### config.mk
export PLATFORM = sky130hd
export DESIGN_NAME = pipeline_hazard_ctrl
export DESIGN_NICKNAME = d
export VERILOG_FILES = /design/src/rtl/pipeline_hazard_ctrl.sv
export SDC_FILE = /design/constraint.sdc
export NUM_CORES = 1
export LEC_CHECK = 0
export BUFFER_PORTS_ARGS = -buffer_cell sky130_fd_sc_hd__clkbuf_2
export CAP_MARGIN = 20
export CELL_PAD_IN_SITES_DETAIL_PLACEMENT = 1
export CELL_PAD_IN_SITES_GLOBAL_PLACEMENT = 1
export CORE_AREA = 2 2 78 73
export CTS_CLUSTER_DIAMETER = 60
export DETAILED_ROUTE_END_ITERATION = 8
export DIE_AREA = 0 0 80 75
export MAX_ROUTING_LAYER = met4
export PLACE_DENSITY = 0.72
export SKIP_CTS_REPAIR_TIMING = 1
export SLEW_MARGIN = 20
export SYNTH_ARGS = -nofsm -noshare
export SYNTH_HDL_FRONTEND = slang
export SYNTH_SLANG_ARGS = --single-unit
### constraint.sdc
create_clock -name Clk -period 1.7 [get_ports Clk]
set_clock_uncertainty 0.15 [all_clocks]
set_input_delay 0 -clock Clk [delete_from_list [all_inputs] [get_ports Clk]]
set_output_delay 0 -clock Clk [all_outputs]
set_load 0.005 [all_outputs]
### src/rtl/pipeline_hazard_ctrl.sv
// Stall/flush sequencer for the 5-stage pipeline: memory wait FSM with timeout,
// load-use detection, taken-branch squash and a saturating stall-cycle counter.
module pipeline_hazard_ctrl #(
    parameter int unsigned MEM_TIMEOUT = 255,
    parameter int unsigned CNT_WIDTH   = 16
) (
    input  logic                 Clk,
    input  logic                 Reset_n,
    input  logic                 Mem_Req_MEM,
    input  logic                 Mem_Ack,
    input  logic                 Load_EX,
    input  logic [4:0]           rd_EX,
    input  logic [4:0]           rs1_ID,
    input  logic [4:0]           rs2_ID,
    input  logic                 Use_rs1_ID,
    input  logic                 Use_rs2_ID,
    input  logic                 Branch_Taken_EX,
    output logic                 Stall_IF,
    output logic                 Stall_ID,
    output logic                 Stall_EX,
    output logic                 Flush_ID,
    output logic                 Bubble_EX,
    output logic                 Bubble_WB,
    output logic                 Mem_Busy,
    output logic                 Mem_Err,
    output logic [CNT_WIDTH-1:0] Stall_Cycles
);

    localparam int unsigned WaitW = (MEM_TIMEOUT > 0) ? $clog2(MEM_TIMEOUT + 1) : 1;
    // Only meaningful when the timeout is enabled; the compare is gated below.
    localparam logic [WaitW-1:0] WaitLast = WaitW'(MEM_TIMEOUT - 1);

    typedef enum logic [1:0] {
        StRun,
        StMemWait,
        StError
    } state_e;

    state_e               state_q, state_d;
    logic [WaitW-1:0]     wait_q, wait_d;
    logic                 err_q, err_d;
    logic [CNT_WIDTH-1:0] cnt_q, cnt_d;

    logic memwait;
    logic loaduse;

    always_comb begin
        memwait = ((state_q == StRun) && Mem_Req_MEM && !Mem_Ack) ||
                  ((state_q == StMemWait) && !Mem_Ack);
        loaduse = Load_EX && (rd_EX != 5'd0) &&
                  ((Use_rs1_ID && (rs1_ID == rd_EX)) || (Use_rs2_ID && (rs2_ID == rd_EX)));
    end

    always_comb begin
        Stall_IF  = 1'b0;
        Stall_ID  = 1'b0;
        Stall_EX  = 1'b0;
        Flush_ID  = 1'b0;
        Bubble_EX = 1'b0;
        Bubble_WB = 1'b0;

        if (state_q == StError || memwait) begin
            Stall_IF  = 1'b1;
            Stall_ID  = 1'b1;
            Stall_EX  = 1'b1;
            Bubble_WB = 1'b1;
        end else if (Branch_Taken_EX) begin
            // The ID instruction is squashed, so a coincident load-use needs no stall.
            Flush_ID  = 1'b1;
            Bubble_EX = 1'b1;
        end else if (loaduse) begin
            Stall_IF  = 1'b1;
            Bubble_EX = 1'b1;
        end
    end

    always_comb begin
        state_d = state_q;
        wait_d  = wait_q;
        err_d   = err_q;
        cnt_d   = cnt_q;

        unique case (state_q)
            StRun: begin
                if (Mem_Req_MEM && !Mem_Ack) begin
                    state_d = StMemWait;
                    wait_d  = '0;
                end
            end
            StMemWait: begin
                if (Mem_Ack) begin
                    state_d = StRun;
                end else if ((MEM_TIMEOUT != 0) && (wait_q == WaitLast)) begin
                    state_d = StError;
                    err_d   = 1'b1;
                end else begin
                    wait_d = wait_q + WaitW'(1);
                end
            end
            StError: state_d = StError;
            default: state_d = StRun;
        endcase

        if (Stall_IF && (cnt_q != '1)) begin
            cnt_d = cnt_q + CNT_WIDTH'(1);
        end
    end

    always_ff @(posedge Clk or negedge Reset_n) begin
        if (!Reset_n) begin
            state_q <= StRun;
            wait_q  <= '0;
            err_q   <= 1'b0;
            cnt_q   <= '0;
        end else begin
            state_q <= state_d;
            wait_q  <= wait_d;
            err_q   <= err_d;
            cnt_q   <= cnt_d;
        end
    end

    assign Mem_Busy     = (state_q == StMemWait);
    assign Mem_Err      = err_q;
    assign Stall_Cycles = cnt_q;

endmodule
==> results.py <==
metrics = {
    "timing": {
        "layout_min_cycle_time_ns": 1.92,
        "fmax_mhz": 522,
        "final-setup-viol-count": 18,
        "worst_slew_pin_slew_ns": 0.695,
        "finalCritPeriodShare_pct": 113,
        "timing.final.hold_violations": 0,
        "slew_headroom_pct": 53.7,
        "rsz0062_at_grt": "true",
        "slew_violations": 0,
        "worst_slack_ns": -0.216,
    },
    "clocking": {
        "cts_sinks": 27,
        "clock_tree.root_cell": "clkbuf_8",
        "cts.clk_slew.worst_paths_ns": 0.10,
        "h-tree-depth": 1,
        "cts_tree": "built",
        "numCtsBuffers": 3,
        "clock_latency_ns": 0.28,
        "cts_max_path_buffers": 2,
    },
    "yosys": {
        "synthAdderAreaFrac_pct": 2.51,
        "yosysSeqAreaShare_pct": 45.1,
        "synth_cells": 147,
        "synth.area.mux_share_pct": 3.26,
        "yosysWarnings": 0,
        "synth_top_family_by_area": "simple AND/OR/NAND/NOR gates",
        "syn_nets": 173,
        "synth_compound_area_share_pct": 5.85,
        "synth_xor_area_share_pct": 16.4,
        "avgSynthCellArea_um2": 10.2,
        "synth-simple-area-share_pct": 24.4,
        "ys_types": 31,
        "ys_ff_latch": 27,
        "syn-cell-area_um2": 1500,
    },
    "global_route": {
        "grt_max_degree": 28,
        "grt-busiest-layer": "met2",
        "grt_pass1_vias": 1489,
        "track_usage_pct": 14.7,
        "grt_antenna_before_repair": 0,
        "grt_pass1_wl_um": 6700,
        "grt_use_met3_pct": 1.92,
        "grt_overflow_total": 0,
        "use_met2_pct": 24.9,
        "use_met1_pct": 18.6,
    },
    "floorplanning": {
        "start_util_pct": 29.2,
        "die_area_um2": 6000,
        "fp.dieH_um": 75,
        "fp.coreArea_um2": 5130,
        "rows": 25,
        "die_w_um": 80,
        "ios": 47,
    },
    "placed_design": {
        "numPortBuffers": 46,
        "finalWeightedCongestion": 0.787,
        "post-place-ws_ns": -0.224,
        "dpl.hpwl_um": 3190,
    },
    "final_layout": {
        "area_growth_pct": 66.7,
        "antenna_cells": 0,
        "layout_commonest_cell": "clkbuf_2",
        "mostFrequentLayoutCells": "clkbuf_2, buf_4, dfrtp_1",
        "fin_nets": 275,
        "drive_above_1_share_pct": 55.2,
    },
    "routing": {
        "antenna_left": 0,
        "wire_per_inst_um": 14.8,
        "num_vias": 1467,
        "drt_iter0_drc": 24,
        "drtPass1Iterations": 4,
        "drt_drc_violations_left": 0,
        "wl_um": 4680,
        "via_per_inst": 4.66,
    },
    "min_path": {
        "hp-class": "in -> reg",
    },
    "setup_path": {
        "worstSetupEndpointType": "flip-flop",
        "worstPathArrival_ns": 1.93,
        "required_ns": 1.71,
        "cp_max_fo": 3,
        "startpoint_type": "flip-flop",
        "critPathKind": "reg -> reg",
    },
    "power": {
        "p_per_area_nw_per_um2": 949,
        "p_leak_nw": 1.18,
        "finalPower_mw": 2.37,
        "irDropWorstVdd_uv": 442,
    },
    "status": {
        "status": "complete, but fails checks",
        "violations": "setup timing",
    },
    "job": {
        "cap_violations": 0,
    },
}
[final cells by class]
type                    count  area, um^2
flip-flops and latches     27         676
multi-input cells         114         995
fillers                   626        2630
inverters                   3        11.3
repair buffers            100         686
clock buffers               4        45.0
well taps                  67        83.8
[path summary, 6_finish.rpt]
path	cells after the start	slack (ns)	startpoint	to
max	5	-0.22	Stall_Cycles[1]$_DFFE_PN0P_	Stall_Cycles[10]$_DFFE_PN0P_
min	4	0.01	Mem_Ack	wait_q[2]$_DFFE_PN0P_
max reg2reg	5	-0.22	Stall_Cycles[1]$_DFFE_PN0P_	Stall_Cycles[10]$_DFFE_PN0P_
min reg2reg	1	0.34	Mem_Err$_DFFE_PN0P_	Mem_Err$_DFFE_PN0P_
max in group asynchronous	2	0.79	Reset_n	Stall_Cycles[12]$_DFFE_PN0P_
min in group asynchronous	2	0.16	Reset_n	wait_q[0]$_DFFE_PN0P_
[critical path: stages, from the launching register on]
cell and delay, ns:
dfrtp_1 0.37, ha_2 0.18, nand4_1 0.21, buf_4 0.23
nor3b_1 0.29, mux2_1 0.37
[cells by family after synthesis]
kind of cell | Yosys count
multiplexers | 4
adder cells (fa/ha/maj) | 3
flip-flops | 27
AO/OA/AOI/OAI | 11
AND/OR/NAND/NOR | 68
XOR/XNOR | 28
buffers and inverters | 6
[synth_stat cells]
cell type  count  share of area [%]
mux2_4         1                1.0
nor2_2         1               0.42
nand3b_1       1               0.50
nor4_1         1               0.42
mux2_1         3                2.3
dfrtp_1       27                 45
nand4_1        7                2.9
xor2_1        16                9.4
nand2_1       12                3.0
nor3_1         6                2.0
and3_1         3                1.3
nand2b_1       3                1.3
or4_1          1               0.50
o21a_1         1               0.50
a211o_1        1               0.58
xnor2_1       12                7.0
a31oi_4        1                1.4
ha_1           3                2.5
o22ai_2        1               0.84
o21ai_0        4                1.3
nor3_2         1               0.67
buf_4          2                1.0
buf_6          1               0.75
nor2_1        12                3.0
o211ai_1       1               0.50
nor3b_1        2                1.0
nor4b_1        5                2.9
a21oi_1        2               0.67
nor2b_1        2               0.84
inv_1          3               0.75
nand3_1       11                3.7
[metal layers]
metal | wire, um | up-vias
met1 | 1960 | 708
met2 | 2480 | 39
met4 | 51 | 0
li1 | - | 716
met3 | 187 | 4
met5 | 0 | -
[flip-flops by register name, summed over array words and instances, names as in the netlist]
name	cells
Stall_Cycles	16
wait_q	8
Mem_Err	1
state_q	2
[metrics by stage]
stage          hold WS [ns]  TNS, ns  utilization [%]  area, um^2  cells
2_1_floorplan        -0.446   -0.664                -        1540    147
3_3_place_gp        -0.0766    -1.20             42.5        2180    302
3_5_place_dp        -0.0734    -2.26             42.5        2180    302
4_1_cts              -0.374    -2.15             43.4        2230    306
5_1_grt              0.0181    -3.58             48.7        2500    315
6_report             0.0113    -1.53             48.7        2500    315
[report_power, final]
part	internal [mW]	total (mW)	switching, mW
combinational	0.602	1.12	0.515
sequential	0.778	0.869	0.0912
clock	0.168	0.381	0.213
No activity file was read; power rests on OpenSTA's default activity.
